File: src/rtl/regfile_scoreboard_if.sv
// Bus bundle for regfile_scoreboard: read ports, issue/writeback strobes, clear handshake.
interface regfile_scoreboard_if #(
  parameter int unsigned WORD_SIZE  = 32,
  parameter int unsigned ADDR_WIDTH = 5
);
  logic [ADDR_WIDTH-1:0] rs1;
  logic [ADDR_WIDTH-1:0] rs2;
  logic [WORD_SIZE-1:0]  rv1;
  logic [WORD_SIZE-1:0]  rv2;
  logic                  busy1;
  logic                  busy2;
  logic                  iss_en;
  logic [ADDR_WIDTH-1:0] iss_rd;
  logic                  wb_en;
  logic [ADDR_WIDTH-1:0] wb_rd;
  logic [WORD_SIZE-1:0]  wb_data;
  logic                  clr_req;
  logic                  ready;

  modport master (
    output rs1, rs2, iss_en, iss_rd, wb_en, wb_rd, wb_data, clr_req,
    input  rv1, rv2, busy1, busy2, ready
  );

  modport slave (
    input  rs1, rs2, iss_en, iss_rd, wb_en, wb_rd, wb_data, clr_req,
    output rv1, rv2, busy1, busy2, ready
  );
endinterface

File: src/rtl/regfile_scoreboard.sv
// Register file with per-entry busy scoreboard and a sequenced one-entry-per-cycle clear.
// Optional same-cycle writeback forwarding to the read ports: define REGFILE_BYPASS_EN.
module regfile_scoreboard #(
  parameter int unsigned WORD_SIZE  = 32,
  parameter int unsigned ADDR_WIDTH = 5,
  parameter int unsigned ZERO_REG   = 1
) (
  input logic                clk,
  input logic                rst,
  regfile_scoreboard_if.slave bus
);

  localparam int unsigned DEPTH = 2 ** ADDR_WIDTH;
  localparam logic [ADDR_WIDTH-1:0] LAST = ADDR_WIDTH'(DEPTH - 1);

  typedef enum logic {IDLE, CLEAR} state_t;

  state_t                state;
  logic [ADDR_WIDTH-1:0] ptr;
  logic [WORD_SIZE-1:0]  mem [DEPTH];
  logic [DEPTH-1:0]      busy;

  logic                  wb_fire;
  logic                  iss_fire;
  logic [WORD_SIZE-1:0]  rv1;
  logic [WORD_SIZE-1:0]  rv2;
  logic                  busy1;
  logic                  busy2;

  // Entry 0 is hardwired when ZERO_REG is set.
  function automatic logic writable(input logic [ADDR_WIDTH-1:0] a);
    return (ZERO_REG == 0) || (a != '0);
  endfunction

  assign bus.ready = (state == IDLE);
  assign wb_fire   = bus.wb_en  && (state == IDLE) && writable(bus.wb_rd);
  assign iss_fire  = bus.iss_en && (state == IDLE) && writable(bus.iss_rd);

  // State, storage and scoreboard update; issue is applied after writeback so it wins on a tie.
  always_ff @(posedge clk) begin
    if (rst) begin
      state <= IDLE;
      ptr   <= '0;
      busy  <= '0;
      for (int i = 0; i < DEPTH; i++) mem[i] <= '0;
    end else begin
      case (state)
        IDLE: begin
          if (wb_fire) begin
            mem[bus.wb_rd]  <= bus.wb_data;
            busy[bus.wb_rd] <= 1'b0;
          end
          if (iss_fire) busy[bus.iss_rd] <= 1'b1;
          if (bus.clr_req) begin
            state <= CLEAR;
            ptr   <= '0;
          end
        end
        CLEAR: begin
          mem[ptr]  <= '0;
          busy[ptr] <= 1'b0;
          if (ptr == LAST) state <= IDLE;
          else             ptr   <= ptr + ADDR_WIDTH'(1);
        end
        default: state <= IDLE;
      endcase
    end
  end

  // Read port A: storage lookup, optional writeback forwarding, zero-register mask.
  always_comb begin
    rv1   = mem[bus.rs1];
    busy1 = busy[bus.rs1];
`ifdef REGFILE_BYPASS_EN
    if (wb_fire && (bus.wb_rd == bus.rs1)) begin
      rv1   = bus.wb_data;
      busy1 = iss_fire && (bus.iss_rd == bus.rs1);
    end
`endif
    if ((ZERO_REG != 0) && (bus.rs1 == '0)) begin
      rv1   = '0;
      busy1 = 1'b0;
    end
  end

  // Read port B: same structure as port A.
  always_comb begin
    rv2   = mem[bus.rs2];
    busy2 = busy[bus.rs2];
`ifdef REGFILE_BYPASS_EN
    if (wb_fire && (bus.wb_rd == bus.rs2)) begin
      rv2   = bus.wb_data;
      busy2 = iss_fire && (bus.iss_rd == bus.rs2);
    end
`endif
    if ((ZERO_REG != 0) && (bus.rs2 == '0)) begin
      rv2   = '0;
      busy2 = 1'b0;
    end
  end

  assign bus.rv1   = rv1;
  assign bus.rv2   = rv2;
  assign bus.busy1 = busy1;
  assign bus.busy2 = busy2;

endmodule
File: src/flat_wrapper.sv
// flat-port wrapper written by rule: the top's interface ports become plain ports
module regfile_scoreboard_flat 
#(
  parameter int unsigned WORD_SIZE  = 32,
  parameter int unsigned ADDR_WIDTH = 5,
  parameter int unsigned ZERO_REG   = 1
)
  (clk, rst, bus_rs1, bus_rs2, bus_iss_en, bus_iss_rd, bus_wb_en, bus_wb_rd, bus_wb_data, bus_clr_req, bus_rv1, bus_rv2, bus_busy1, bus_busy2, bus_ready);
  regfile_scoreboard_if #(.WORD_SIZE(WORD_SIZE), .ADDR_WIDTH(ADDR_WIDTH)) bus_i ();
  input logic clk;
  input logic rst;
  input wire logic [$bits(bus_i.rs1)-1:0] bus_rs1;
  input wire logic [$bits(bus_i.rs2)-1:0] bus_rs2;
  input wire logic [$bits(bus_i.iss_en)-1:0] bus_iss_en;
  input wire logic [$bits(bus_i.iss_rd)-1:0] bus_iss_rd;
  input wire logic [$bits(bus_i.wb_en)-1:0] bus_wb_en;
  input wire logic [$bits(bus_i.wb_rd)-1:0] bus_wb_rd;
  input wire logic [$bits(bus_i.wb_data)-1:0] bus_wb_data;
  input wire logic [$bits(bus_i.clr_req)-1:0] bus_clr_req;
  output wire logic [$bits(bus_i.rv1)-1:0] bus_rv1;
  output wire logic [$bits(bus_i.rv2)-1:0] bus_rv2;
  output wire logic [$bits(bus_i.busy1)-1:0] bus_busy1;
  output wire logic [$bits(bus_i.busy2)-1:0] bus_busy2;
  output wire logic [$bits(bus_i.ready)-1:0] bus_ready;
  assign bus_i.rs1 = bus_rs1;
  assign bus_i.rs2 = bus_rs2;
  assign bus_i.iss_en = bus_iss_en;
  assign bus_i.iss_rd = bus_iss_rd;
  assign bus_i.wb_en = bus_wb_en;
  assign bus_i.wb_rd = bus_wb_rd;
  assign bus_i.wb_data = bus_wb_data;
  assign bus_i.clr_req = bus_clr_req;
  assign bus_rv1 = bus_i.rv1;
  assign bus_rv2 = bus_i.rv2;
  assign bus_busy1 = bus_i.busy1;
  assign bus_busy2 = bus_i.busy2;
  assign bus_ready = bus_i.ready;
  regfile_scoreboard #(.WORD_SIZE(WORD_SIZE), .ADDR_WIDTH(ADDR_WIDTH), .ZERO_REG(ZERO_REG)) u_core (.clk(clk), .rst(rst), .bus(bus_i));
endmodule
File: config.mk
export PLATFORM = sky130hd
export DESIGN_NAME = regfile_scoreboard_flat
export DESIGN_NICKNAME = d
export VERILOG_FILES = /design/src/rtl/regfile_scoreboard_if.sv /design/src/rtl/regfile_scoreboard.sv /design/src/flat_wrapper.sv
export SDC_FILE = /design/constraint.sdc
export NUM_CORES = 2
export LEC_CHECK = 0
export CAP_MARGIN = 40
export CORE_ASPECT_RATIO = 1.2
export CORE_MARGIN = 4
export CORE_UTILIZATION = 50
export DETAILED_ROUTE_END_ITERATION = 12
export GPL_TIMING_DRIVEN = 1
export PLACE_DENSITY = 0.69
export SLEW_MARGIN = 20
export SYNTH_ARGS = -nofsm -noshare
export SYNTH_HDL_FRONTEND = slang
export SYNTH_SLANG_ARGS = --single-unit
export TNS_END_PERCENT = 10
File: constraint.sdc
create_clock -name clk -period 4.85 [get_ports clk]
set_clock_uncertainty 0.2 [all_clocks]
set_input_delay 0.97 -clock clk [delete_from_list [all_inputs] [get_ports clk]]
set_output_delay 0.97 -clock clk [all_outputs]
set_load 0.1 [all_outputs]
==> impl_results.md <==
* Outcome: complete, no violations
* Htree depth at 3
* Via count at 42423
* Worst path cell trace: buf_4 > buf_12 > nor2_4 > and3b_2 > a221o_1 > a31oi_1 > buf_12
* Rows at 134
* Power per cell area at 352 mW/mm^2
* Detailed-route vias per instance at 7.43
* Area leader, netlist: edfxtp_1
* CP Data Required Time at 3.68 ns
* First-pass GRT wire length at 289000 um
* DIE AREA at 0.118 mm^2
* Slew HR at 34.7%
* Final nets at 4183
* Unrepaired setup endpoints after global routing: no
* Worst slew pin tran at 0.969 ns
* VDD IR-drop max at 0.000260 V
* CP max stage delay at 0.65 ns
* Area delta synth->final at 16.4%
* Setup Buffers After CTS at 0
* Post-Syn Instances at 4032
* IO Count at 124
* DRT iter0 DRCs at 7323
* Setup CP Type: in2out
* DRC viols at 0
* Post-Route WL at 199000 um
* Initial antenna violation count at 2
* Setup TNS at 0 ns
* Post_cts resized at 0
* Cell Area, Synth at 0.0564 mm^2
* CP Capture Type: output port
* Total power draw at 23.1 mW
* Reg clk slew, reported paths at 0.07 ns
* CP Buf/Inv Count at 3
* Area contributors post-synth: edfxtp_1 (55%), mux4_2 (18%), nor3_1 (7.7%), mux2i_1 (3.6%), clkbuf_1 (1.9%)
* Fin crit share at 97.5%
* Final setup violation count at 0
* Synth Register Bits at 1062
* Total CTS buffers at 102
* Dpl cell area at 0.0620 mm^2
* Post-DP HPWL at 125000 um
* Lkg Pwr at 21.6 nW
* Critical path arrival at 3.56 ns
* Core ar. at 0.112 mm^2
* CTS root buf: clkbuf_16
* TritonCTS clock tree: yes
* Final instance area at 0.0656 mm^2
* Main synth FF type: edfxtp_1
* Drt pass-1 iters at 7
* Proportion of layout cells with a drive suffix above 1 at 28.1%
* Worst Path Max Fanout at 21
* Die Height at 376 um
* Buffer depth of the longest clock path at 3
* Largest net degree at the start of global routing at 98
* Remaining global-route overflow at 0
* Netlist cell types at 50
* Max-Cap Viols at 0
* Hold Vio Cnt, Final at 0
* Cell mode on critical path: buf_12
* I/O Buffers at 123
* CP delay by family, top: compound AO/OA/AOI/OAI gates
* Synth top area share at 54.5%
* Worst-skew pair later-pin latency at 0.72 ns
* Wirelength per Cell at 34.9 um
* Post-route ant nets at 0
* Post-synth EDFFs at 1024
* Max frequency at 0.211 GHz
* Fin crit period at 4.73 ns
* Asr flop ratio synth at 0%
* Vias in the first global route at 42020
* Seq/Total Area, Yosys at 55.9%
* Critical-path top delay cell: a31oi_1
* Final Max Tran Viols at 0
* RD Place Congestion at 0.930
* Hold Crit Class: reg2reg
* Worst setup margin at 0.120 ns
* GRT Util Overall at 33.3%
* Ys Warns at 0
* Worst slack, placed at 0.175 ns
* Cts hold-fix bufs at 0
* Avg Inst Size Synth at 14.0 um^2
* Sink Count at 1062
* Starting Density at 50.5%
* Startpoint types: primary input
* Die width at 315 um
stage by stage:
step | hold WS [ns] | utilization [%] | std cells
final | 0.302 | 58.8 | 5707
after global routing | 0.344 | 58.7 | 5705
after CTS | 0.304 | 58.7 | 5701
after detailed placement | 0.295 | 55.6 | 5510
after global placement | 0.288 | 55.4 | 5500
after floorplan | 0.264 | - | 4063
cell usage after synthesis (5+ instances only):
| cell type | instances |
|---|---|
| edfxtp_1 | 1024 |
| nor3_1 | 868 |
| mux4_2 | 462 |
| clkbuf_1 | 282 |
| mux2i_1 | 201 |
| buf_2 | 164 |
| nor2_1 | 151 |
| o21ai_0 | 129 |
| nand2_1 | 120 |
| a22oi_1 | 78 |
| a221oi_1 | 65 |
| buf_4 | 45 |
| nor2b_1 | 45 |
| a211oi_1 | 42 |
| dfxtp_1 | 38 |
| mux2_2 | 37 |
| nand4_1 | 36 |
| a311oi_1 | 34 |
| a221o_1 | 33 |
| a31oi_1 | 33 |
| o2111ai_1 | 16 |
| buf_1 | 15 |
| nand3_1 | 15 |
| inv_1 | 12 |
| a21oi_1 | 9 |
| nand2b_1 | 9 |
| o211ai_1 | 8 |
| o21ai_1 | 8 |
| ha_1 | 5 |
| nor3b_1 | 5 |
where the power goes:
part / internal (mW) / total [mW] / switching, mW
logic: 1.39 / 3.99 / 2.59
clock network: 4.89 / 8.54 / 3.65
registers: 10.4 / 10.6 / 0.189
total: 16.7 / 23.1 / 6.43
per-layer routing:
metal / global-route usage [%] / vias to the layer above / wire, um
met3: 9.86 / 724 / 29500
met2: 50.7 / 3843 / 90700
met5: 0 / - / 7
li1: - / 16570 / -
met4: 17.0 / 2 / 11600
met1: 43.9 / 21284 / 67400
worst min-delay path, delay by kind of cell, from the launching register on:
kind | cells | cell delay [ns]
flip-flops | 1 | 0.32
AO/OA/AOI/OAI | 2 | 0.14
flip-flops by register name, indices dropped and copies added, names as in the netlist:
signal,cells
u_core.mem,1024
u_core.busy,32
u_core.ptr,5
u_core.state,1
placed cells by master, fill, tap and decap left out, drive strengths merged, types with 37 or more instances in the layout:
cell,n
a22oi,78
o21ai,137
nor2b,45
nand2,120
a211oi,42
mux4,462
edfxtp,1024
clkdlybuf4s50,46
nor2,151
nor3,868
clkbuf,120
a221oi,65
buf,418
dfxtp,38
clkinv,45
mux2i,204
mux2,37
logic make-up (layout without fill, tap and decap cells):
| group | Yosys count | in the layout | share of synthesized area, % |
|---|---|---|---|
| AND/OR/NAND/NOR | 1273 | 1273 | 11.0 |
| buffers and inverters | 522 | 667 | 4.19 |
| other | 1 | 35 | 0.00665 |
| adder cells (fa/ha/maj) | 5 | 5 | 0.111 |
| multiplexers | 703 | 703 | 22.8 |
| AO/OA/AOI/OAI | 466 | 466 | 5.93 |
| flip-flops | 1062 | 1062 | 55.9 |
final timing paths:
check / start / end / slack (ns) / cells after the start
min: u_core.busy[14]$_SDFF_PP0_ / u_core.busy[14]$_SDFF_PP0_ / 0.30 / 2
min reg2reg: u_core.busy[14]$_SDFF_PP0_ / u_core.busy[14]$_SDFF_PP0_ / 0.30 / 2
max: bus_rs2[1] / bus_rv2[13] / 0.12 / 7
max reg2reg: u_core.state$_SDFF_PP0_ / u_core.mem[5][16]$_SDFFCE_PN0P_ / 1.18 / 5
cell type report:
| type | count | area (um^2) |
|---|---|---|
| antenna | 3 | 7.51 |
| clock buffer | 120 | 2730 |
| clock inverter | 71 | 805 |
| fill | 8521 | 46100 |
| inverter | 12 | 50.0 |
| multi-input combinational | 2479 | 23400 |
| sequential | 1062 | 31500 |
| tap | 1496 | 1870 |
| timing repair buffer | 464 | 5240 |
Power figures use the tool's default switching activity.
